File: config.mk
export PLATFORM = sky130hd
export DESIGN_NAME = hr_4t16_demux_align
export DESIGN_NICKNAME = d
export VERILOG_FILES = /design/src/rtl/hr_4t16_demux_align.sv
export SDC_FILE = /design/constraint.sdc
export NUM_CORES = 1
export LEC_CHECK = 0
export CORE_MARGIN = 5
export CORE_UTILIZATION = 52
export CTS_BUF_LIST = sky130_fd_sc_hd__clkbuf_8
export DETAILED_ROUTE_END_ITERATION = 10
export PLACE_DENSITY = 0.78
export REMOVE_ABC_BUFFERS = 1
export SLEW_MARGIN = 20
export SYNTH_ARGS = -nofsm -noshare
export SYNTH_HDL_FRONTEND = slang
export SYNTH_SLANG_ARGS = --single-unit
File: constraint.sdc
create_clock -name clk -period 2.75 [get_ports clk]
set_input_delay 0.55 -clock clk [delete_from_list [all_inputs] [get_ports clk]]
set_output_delay 0.55 -clock clk [all_outputs]
set_load 0.03 [all_outputs]
File: src/rtl/hr_4t16_demux_align.sv
// Receive-side 4:16 deserializer: hunts for a repeated training word, confirms it on
// word boundaries, then emits one bit/word-aligned 16-bit word every 4 nibble cycles.
module hr_4t16_demux_align #(
  parameter logic [15:0] SYNC_WORD = 16'hF628,
  parameter int unsigned LOCK_CNT  = 4
) (
  input  logic        clk,
  input  logic        rst_n,
  input  logic [3:0]  din,
  input  logic        relock,
  output logic [15:0] dout,
  output logic        dout_valid,
  output logic        locked,
  output logic [1:0]  bit_off,
  output logic [1:0]  state_dbg
);

  typedef enum logic [1:0] {
    HUNT   = 2'd0,
    CHECK  = 2'd1,
    LOCKED = 2'd2
  } state_t;

  localparam logic [3:0] LOCK_CNT_L = 4'(LOCK_CNT);

  state_t      state, state_nxt;
  logic [19:0] h;
  logic [1:0]  ph, ph_nxt;
  logic [3:0]  mcnt, mcnt_nxt;
  logic [15:0] dout_nxt;
  logic        dout_valid_nxt;
  logic [1:0]  bit_off_nxt;

  logic [15:0] win [4];
  logic [3:0]  hit;
  logic [1:0]  low_hit;
  logic [15:0] win_sel;
  logic        boundary;

  // Four candidate windows, one per bit offset, taken from the registered history.
  always_comb begin
    for (int b = 0; b < 4; b++) begin
      win[b] = h[b +: 16];
      hit[b] = (win[b] == SYNC_WORD);
    end
  end

  always_comb begin
    low_hit = 2'd0;
    if (hit[0])      low_hit = 2'd0;
    else if (hit[1]) low_hit = 2'd1;
    else if (hit[2]) low_hit = 2'd2;
    else if (hit[3]) low_hit = 2'd3;
  end

  assign win_sel   = win[bit_off];
  assign boundary  = (ph == 2'd3);
  assign state_dbg = state;

  always_comb begin
    state_nxt      = state;
    ph_nxt         = ph + 2'd1;
    mcnt_nxt       = mcnt;
    bit_off_nxt    = bit_off;
    dout_nxt       = dout;
    dout_valid_nxt = 1'b0;
    if (relock) begin
      state_nxt = HUNT;
      mcnt_nxt  = '0;
    end else begin
      case (state)
        HUNT: begin
          // Restarting the phase here puts the next boundary exactly one word later.
          if (|hit) begin
            bit_off_nxt = low_hit;
            ph_nxt      = 2'd0;
            mcnt_nxt    = 4'd1;
            state_nxt   = CHECK;
          end
        end
        CHECK: begin
          if (boundary) begin
            if (win_sel == SYNC_WORD) begin
              mcnt_nxt = mcnt + 4'd1;
              if (mcnt + 4'd1 == LOCK_CNT_L) state_nxt = LOCKED;
            end else begin
              mcnt_nxt  = '0;
              state_nxt = HUNT;
            end
          end
        end
        LOCKED: begin
          if (boundary) begin
            dout_nxt       = win_sel;
            dout_valid_nxt = 1'b1;
          end
        end
        default: state_nxt = HUNT;
      endcase
    end
  end

  always_ff @(posedge clk or negedge rst_n) begin
    if (!rst_n) begin
      state      <= HUNT;
      h          <= '0;
      ph         <= '0;
      mcnt       <= '0;
      dout       <= '0;
      dout_valid <= 1'b0;
      locked     <= 1'b0;
      bit_off    <= '0;
    end else begin
      state      <= state_nxt;
      h          <= {din, h[19:4]};
      ph         <= ph_nxt;
      mcnt       <= mcnt_nxt;
      dout       <= dout_nxt;
      dout_valid <= dout_valid_nxt;
      locked     <= (state_nxt == LOCKED);
      bit_off    <= bit_off_nxt;
    end
  end

endmodule

==> results.json, run 1 <==
{
  "post-dp-hpwl_mm": 3.60,
  "synth_area_leaders": "sky130_fd_sc_hd__dfrtp_1 51%, sky130_fd_sc_hd__mux4_2 11%, sky130_fd_sc_hd__nand2_1 6.0%",
  "routed-via-count": 1742,
  "cts_sinks": 48,
  "dr.first_iter.drc_count": 72,
  "design.die.area_sq_um": 5930,
  "coreArea_sq_um": 4350,
  "postSynthAreaPerCell_sq_um": 11.6,
  "final_nets": 251,
  "worstMarginPinSlew_ps": 582,
  "achievable-frequency_mhz": 375,
  "largest_net_degree_at_the_start_of_global_routing": 49,
  "number_of_enable_flip_flop_cells_after_synthesis": 0,
  "static-leakage-power_uw": 0.00118,
  "syn-instance-count": 201,
  "worstSetupStartpointType": "flip-flop",
  "final-setup-viol-count": 0,
  "hold_ws_ps": 322,
  "ant_nets": 0,
  "cts_hold_repair.buffers": 0,
  "tritoncts_clock_tree": "yes",
  "clock-skew-final_ps": 7.67,
  "yosys_warnings": 0,
  "cts_max_level": 2,
  "placement.cell_area_sq_um": 2720,
  "worst_skew_pair.late_latency_ps": 300,
  "row_count": 24,
  "final-max-slew-violation-count": 0,
  "wire_length_of_the_first_global_routing_pass_mm": 8.65,
  "floorplan.die.width_um": 77.0,
  "groute.usage.overall_pct": 18.2,
  "postSynthRegisterBits": 48,
  "timing.critical_path.required_ps": 2990,
  "io_pins": 29,
  "ctsRootBufferMaster": "sky130_fd_sc_hd__clkbuf_8",
  "first_global_vias": 1690,
  "detail_route.first_pass.iterations": 4,
  "placedCellCount": 285,
  "detail_route.wirelength_mm": 4.93,
  "cp_max_fo": 5,
  "worst_slew_margin_rel_pct": 61.2,
  "result_of_the_run": "finished, final reports clean",
  "worst_setup_ep_type": "flip-flop",
  "ctsLongestPathBuffers": 2,
  "timing.final.crit_share_pct": 96.9,
  "place_worst_setup_slack_ps": 40.0,
  "grt_remaining_overflow": 0,
  "area_added_between_synthesis_and_finish_pct": 21.5,
  "timing_worst_setup_path_type": "reg -> reg",
  "finish.instance_area_sq_um": 2840,
  "gp_congestion": 0.908,
  "effective_utilization_at_floorplan_pct": 53.6,
  "hp-class": "in -> async",
  "buffer_ports.inserted": 28,
  "layout.core_utilization_pct": 65.1,
  "vias_per_cell": 5.93,
  "ir_worst_vdd_mv": 0.358,
  "synth.yosys.seq_area_share_pct": 51.5,
  "syn-cell-area_sq_um": 2330,
  "synth_area_leader_cell": "sky130_fd_sc_hd__dfrtp_1",
  "power.density_cell_area_nw_per_um2": 450,
  "numCtsBuffers": 5,
  "yosys_most_used_dff": "sky130_fd_sc_hd__dfrtp_1",
  "report.final.hold_viol_count": 0,
  "synth_top_area_share_pct": 51.5,
  "layout-drive-gt1-share_pct": 20.2,
  "drc_errors": 0,
  "clock_pin_slew_reported_for_the_worst_setup_and_hold_paths_after_clock_tree_synthesis_ps": 90,
  "post_route_setup_slack_ps": 84.7,
  "final_cell_count_no_fill": 294,
  "timing.critical_path.arrival_ps": 2910,
  "asyncSetResetFlopFracSynth_pct": 100,
  "drt-wirelength-per-cell_um": 16.8,
  "die_h_um": 77.0,
  "antenna_found_initial": 0,
  "maximum_capacitance_violations": 0,
  "finalWorstPathRequiredPeriod_ps": 2670,
  "antenna_cells_inserted": 0,
  "synth_cell_types": 43
}
==> final cells by class <==
cell class,instances,area [sq um]
Sequential cell,48,1200
Multi-Input combinational cell,141,1080
Timing Repair Buffer,41,377
Clock inverter,2,10.0
Fill cell,336,1520
Tap cell,52,65.1
Clock buffer,6,82.6
Inverter,4,15.0
==> cell families after synthesis <==
kind of cell    Yosys count  synth area share (%)
flops                    48                  51.5
compound gates           29                  7.61
fa+ha+maj                 3                  1.61
mux                      23                  16.8
buf+inv                  12                  2.41
simple gates             85                  19.7
xor+xnor                  1                 0.375
==> registers in the layout, summed over array words and instances (netlist names) <==
register / cells
dout_valid: 1
state_dbg: 2
locked: 1
bit_off: 2
mcnt: 4
h: 20
dout: 16
ph: 2
==> stage by stage <==
stage | TNS [ps] | total power, uW
2_1_floorplan | -2460 | 805
3_3_place_gp | 0 | 863
3_5_place_dp | 0 | 865
4_1_cts | 0 | 1290
5_1_grt | -1.26 | 1340
6_report | 0 | 1280
==> final timing paths <==
path,from,end,slack [ps],cells after the start
hold reg to reg,h[19],h[15],360,0
min in group clk,h[19],h[15],360,0
setup / recovery,bit_off[0],mcnt[3],80,6
setup reg to reg,bit_off[0],mcnt[3],80,6
max in group asynchronous,rst_n,bit_off[0],2000,2
hold / removal,rst_n,h[10],320,2
==> worst max-delay path, cell delays in order (launching register included) <==
cell and delay, ps:
sky130_fd_sc_hd__dfrtp_2 420, sky130_fd_sc_hd__mux4_2 530, sky130_fd_sc_hd__or4b_4 550, sky130_fd_sc_hd__a211o_1 250, sky130_fd_sc_hd__or3_4 350, sky130_fd_sc_hd__or4_4 410
sky130_fd_sc_hd__nand3_1 90
==> power breakdown <==
part	internal (uW)	total, uW	switching [uW]	leakage, uW
registers	726	747	21.2	0.000609
logic	48.8	104	55.1	0.000517
clock network	201	426	225	0.0000510
total	976	1280	302	0.00118
==> timing repair <==
item                                    in CTS  in global routing
pin swaps                                    0                  1
endpoints found under the setup margin       1                  2
buffers inserted                             0                  1
gates resized for setup                      1                  3
==> synthesized netlist by cell type (all sizes together) (2+ instances only) <==
library cell / count
nand2: 37
or2: 3
nor2b: 3
nand3b: 3
inv: 3
mux4: 12
nor3: 2
nor4bb: 2
o311ai: 3
nand2b: 4
nand4b: 3
ha: 3
buf: 4
nand3: 3
or4b: 3
or3: 3
o21ai: 8
mux2i: 4
a21oi: 9
a31oi: 2
clkbuf: 4
nor4b: 2
dfrtp: 48
nor2: 9
mux2: 7
or4: 3
a211o: 2
==> per-layer routing <==
metal | part of all wire [%] | vias up | track usage [%]
li1 | - | 817 | -
met1 | 45 | 857 | 26.4
met2 | 47 | 61 | 27.1
met3 | 6.6 | 7 | 4.80
met4 | 1.1 | 0 | 5.33
met5 | 0 | - | 0
==> cells in the final DEF (no fill, tap or decap), types with 4 or more instances in the layout <==
cell                              count
sky130_fd_sc_hd__nand2b_1             4
sky130_fd_sc_hd__dfrtp_1             47
sky130_fd_sc_hd__a21oi_1              9
sky130_fd_sc_hd__mux2i_1              4
sky130_fd_sc_hd__clkdlybuf4s50_1     27
sky130_fd_sc_hd__nand2_1             37
sky130_fd_sc_hd__buf_4               12
sky130_fd_sc_hd__mux2_2               7
sky130_fd_sc_hd__o21ai_0              8
sky130_fd_sc_hd__mux4_2              11
sky130_fd_sc_hd__nor2_1               9
sky130_fd_sc_hd__clkbuf_8             6
No activity file was read; power rests on OpenSTA's default activity.
==> run 2: changes to the inputs <==
- ABC_CLOCK_PERIOD_IN_PS: unset -> 2750
==> results of run 2 <==
Final layout, timing and power as in run 1 (identical DEF).
==> patch 1: new RTL, config.mk and constraints of run 2 <==
Register the output `locked` once more, with the module's reset; this adds one clock of latency there. The other outputs are not delayed to match.
--- a/src/rtl/hr_4t16_demux_align.sv
+++ b/src/rtl/hr_4t16_demux_align.sv
@@ -23,4 +23,6 @@
 
   localparam logic [3:0] LOCK_CNT_L = 4'(LOCK_CNT);
+
+  logic locked_s0;
 
   state_t      state, state_nxt;
@@ -109,5 +111,5 @@
       dout       <= '0;
       dout_valid <= 1'b0;
-      locked     <= 1'b0;
+      locked_s0  <= 1'b0;
       bit_off    <= '0;
     end else begin
@@ -118,6 +120,14 @@
       dout       <= dout_nxt;
       dout_valid <= dout_valid_nxt;
-      locked     <= (state_nxt == LOCKED);
+      locked_s0  <= (state_nxt == LOCKED);
       bit_off    <= bit_off_nxt;
+    end
+  end
+
+  always_ff @(posedge clk or negedge rst_n) begin
+    if (!rst_n) begin
+      locked <= '0;
+    end else begin
+      locked <= locked_s0;
     end
   end
Behaviour: no difference found for any inputs over 10 cycles, from zero or initial values and one cycle with rst_n low; that may be too few to reach the edited logic, so the function may still have changed.
==> patch 1 against run 2 <==
Wire length up 1.3%. Highest routed layer unchanged. Sequential power up 2%. Setup slack worse by 0.061 ns. Synthesized cell count up 0.50%. Design area up 3.4%. Largest cell class unchanged. Sequential cell count up 1. Die area up 0.92%. Synthesized area up 1.1%. Maximum frequency down 2.2%. Critical path type unchanged. Total power up 16%. Clock skew up 0.0020 ns. Sequential share of layout area down 0.56 points.
==> patch 1: results (changes against run 2) <==
predominant post-synthesis flop cell=dfrtp_1 (unchanged); largest registers=h (20), dout (16), mcnt (4) (unchanged); Flop pwr share=0.513 (was 0.585); Detailed Place HPWL=3.58 mm (was 3.60 mm); First DRT Iteration DRCs=75 (was 72); top post-synthesis cells by area=dfrtp_1 (52%), mux4_2 (11%), nand2_1 (5.9%) (was dfrtp_1 (51%), mux4_2 (11%), nand2_1 (6.0%)); Synth cell types=43 (unchanged); switching part of the total=0.219 (was 0.236); critical path arrival=2.97 ns (was 2.91 ns); Clk network pwr share=0.413 (was 0.334); initial antenna violation count=0 (unchanged); synth warn=0 (unchanged); DIE WIDTH=77.3 um (was 77.0 um); gr usage total=0.180 (was 0.182); Worst-path clk slew=0.10 ns; Detailed Routing Iterations Pass 1=4 (unchanged); final net count=255 (was 251); worst-path fanout max=4 (was 5); Pint=1160 uW (was 976 uW); non-filler cells in the finished layout=298 (was 294); Max clock buf depth=2 (unchanged); worst slack at placement=0.00522 ns (was 0.0400 ns); vias in the first global route=1739 (was 1690); count of input and output buffers=28 (unchanged); clock skew=0.00966 ns (was 0.00767 ns); leakage=0.00123 uW (was 0.00118 uW); largest net degree at the start of global routing=50 (was 49); Avg Synthesized Cell Area=11.7 um^2 (was 11.6 um^2); Seq/Total Area, Yosys=0.520 (was 0.515); H-tree depth=2 (unchanged); worst slew pin tran=0.588 ns (was 0.582 ns); fraction of registers with async set/reset=1.00 (unchanged); peak supply drop=384 uV (was 358 uV); routability congestion estimate=0.892 (was 0.908); layout cells sized above 1=0.211 (was 0.202); Post-synth top cells=dfrtp_1 (49), nand2_1 (37), mux4_2 (11) (was dfrtp_1 (48), nand2_1 (37), mux4_2 (11)); antenna cells=0 (unchanged); Vias per Instance=5.89 (was 5.93); DP Area=0.00276 mm^2 (was 0.00272 mm^2); placed cell count=288 (was 285); worst min path class=primary input to asynchronous set/reset pin (unchanged); DR WL/cell=16.7 um (was 16.8 um); first-pass GRT wire length=8.74 mm (was 8.65 mm); status=completed (unchanged); Root Buffer=clkbuf_8 (unchanged)
patch 1: cell types whose count changed after synthesis:
cell	run 2	this run
dfrtp_1	48	49
patch 1: path summary, 6_finish.rpt:
path,startpoint,end,slack [ns],cells after the start
worst max register to register,bit_off[0],mcnt[3],0.02,6
worst min register to register,locked_s0,locked,0.35,0
worst min-delay path,rst_n,h[1],0.32,2
max in group asynchronous,rst_n,bit_off[0],2.01,2
worst max-delay path,bit_off[0],mcnt[3],0.02,6
min in group clk,locked_s0,locked,0.35,0
patch 1: worst max-delay path, cell delays in order, from the launching register on:
cell,delay [ns]
dfrtp_2,0.43
mux4_2,0.54
or4b_1,0.54
a211o_1,0.31
or3_4,0.35
or4_4,0.42
nand3_2,0.08
patch 1: kinds of logic (layout without fill, tap and decap cells):
family          count (synthesis)  count (layout)  synth area share
simple gates                   85              85             0.195
xor+xnor                        1               1           0.00371
fa+ha+maj                       3               3            0.0159
compound gates                 29              29            0.0753
flops                          49              49             0.520
mux                            23              23             0.167
buf+inv                        12              56            0.0239
patch 1: layout make-up:
class | instances | area (um^2)
flip-flops and latches | 49 | 1230
repair buffers | 44 | 403
clock buffers | 5 | 68.8
inverters | 4 | 15.0
multi-input cells | 141 | 1080
fillers | 346 | 1450
clock inverters | 3 | 68.8
well taps | 52 | 65.1
patch 1: routing by layer:
layer  routed length, um  global-route usage  part of all wire
met5                   0                   0                 0
met4                  78              0.0498             0.016
met3                 312              0.0394             0.063
met2                2310               0.271              0.46
met1                2290               0.266              0.46
patch 1: timing repair:
action | in CTS | in global routing
hold endpoints to repair | 0 | 0
resized for setup | 2 | 3
setup endpoints to repair | 1 | 1
pin swaps | 0 | 3
setup buffers | 0 | 2
==> patch 2: new RTL, settings of run 2 <==
Made on the original files. Take the reset off `dout` and load it in a clocked block of its own.
--- a/src/rtl/hr_4t16_demux_align.sv
+++ b/src/rtl/hr_4t16_demux_align.sv
@@ -107,5 +107,4 @@
       ph         <= '0;
       mcnt       <= '0;
-      dout       <= '0;
       dout_valid <= 1'b0;
       locked     <= 1'b0;
@@ -116,5 +115,4 @@
       ph         <= ph_nxt;
       mcnt       <= mcnt_nxt;
-      dout       <= dout_nxt;
       dout_valid <= dout_valid_nxt;
       locked     <= (state_nxt == LOCKED);
@@ -123,4 +121,8 @@
   end
 
+  always_ff @(posedge clk) begin
+    dout <= dout_nxt;
+  end
+
 endmodule
 
Check against the original RTL: same outputs for any inputs over 10 cycles, from zero or initial values and one cycle with rst_n low; that may be too few to reach the edited logic, so the function may still have changed.
==> patch 2 against run 2 <==
Largest cell class unchanged. Critical path depth decreased by 4. Critical endpoint is now bit_off[1]. Sequential cell count is the same. Die area is 0.74% higher. Synthesized area increased by 0.86%. Setup slack improved by 0.13 ns. Highest routed layer unchanged. Non-clock buffer count fell by 7. Wire length is 0.51% lower. Design area down 1.8%. Total power grew 0.58%.
==> patch 2: results (changes against run 2) <==
Synth cell types=50 (was 43); clock skew=0.0110 ns (was 0.00767 ns); clock-cell share of area=0.0296 (was 0.0327); slowest stage cell on the critical path=clkdlybuf4s50_1 (was or4b_4); routability congestion estimate=0.924 (was 0.908); worst-path fanout max=16 (was 5); non-clk buf share=0.117 (was 0.133); crit path to=bit_off[1] (was mcnt[3]); complex-gate fraction of the synthesized area=0.0771 (was 0.0761); placed cell count=243 (was 285); first-pass GRT wire length=8.38 mm (was 8.65 mm); Post-synth top cells=dfrtp_1 (32), edfxtp_1 (16), mux4_2 (11) (was dfrtp_1 (48), nand2_1 (37), mux4_2 (11)); Vias per Instance=6.45 (was 5.93); #MultiIn Comb=103 (was 141); multi-input gate share of the layout cell area=0.362 (was 0.382); max incr delay on CP=0.70 ns (was 0.55 ns); DR WL/cell=19.5 um (was 16.8 um); post-synthesis mux area share=0.171 (was 0.168); fraction of registers with async set/reset=0.667 (was 1.00); final setup margin=0.216 ns (was 0.0847 ns); largest net degree at the start of global routing=33 (was 49); vias in the first global route=1604 (was 1690); xor/xnor share of the synthesized area=0 (was 0.00375); DP Area=0.00270 mm^2 (was 0.00272 mm^2); Slew headroom=0.659 (was 0.612); First DRT Iteration DRCs=172 (was 72); leakage=0.00103 uW (was 0.00118 uW); Detailed Place HPWL=3.53 mm (was 3.60 mm); Seq/Total Area, Yosys=0.544 (was 0.515); Switch Pwr=301 uW (was 302 uW); status=completed (unchanged); Layout fillers=335 (was 336); peak supply drop=295 uV (was 358 uV); worst min path class=flop to flop (was primary input to asynchronous set/reset pin); gr usage total=0.178 (was 0.182); non-filler cells in the finished layout=251 (was 294); r2r setup slk=0.35 ns (was 0.08 ns); final net count=208 (was 251); crit path launch=bit_off[1] (was bit_off[0])
-- patch 2: routing by layer --
metal	track usage	share of wire	up-vias
li1	-	-	720
met1	0.240	0.40	806
met2	0.272	0.50	82
met3	0.0515	0.086	11
met4	0.0722	0.015	0
met5	0	0	-
-- patch 2: worst max-delay path: cells and delay by family (launching register included) --
family	cells	cell delay (ns)
buffers and inverters	2	1.02
DFF	1	0.67
-- patch 2: power groups by stage --
stage	combinational, uW	sequential (uW)	clock (uW)
after global placement	87.5	803	0
after floorplan	55.9	795	0
after detailed placement	91.6	806	0
after CTS	91.8	791	410
after global routing	104	795	442
final	92.0	791	402
-- patch 2: logic make-up after synthesis --
group	Yosys count
and+or+nand+nor	55
DFF	48
adders and majority gates	3
buffers and inverters	13
AOI/OAI and AO/OA	27
muxes	18
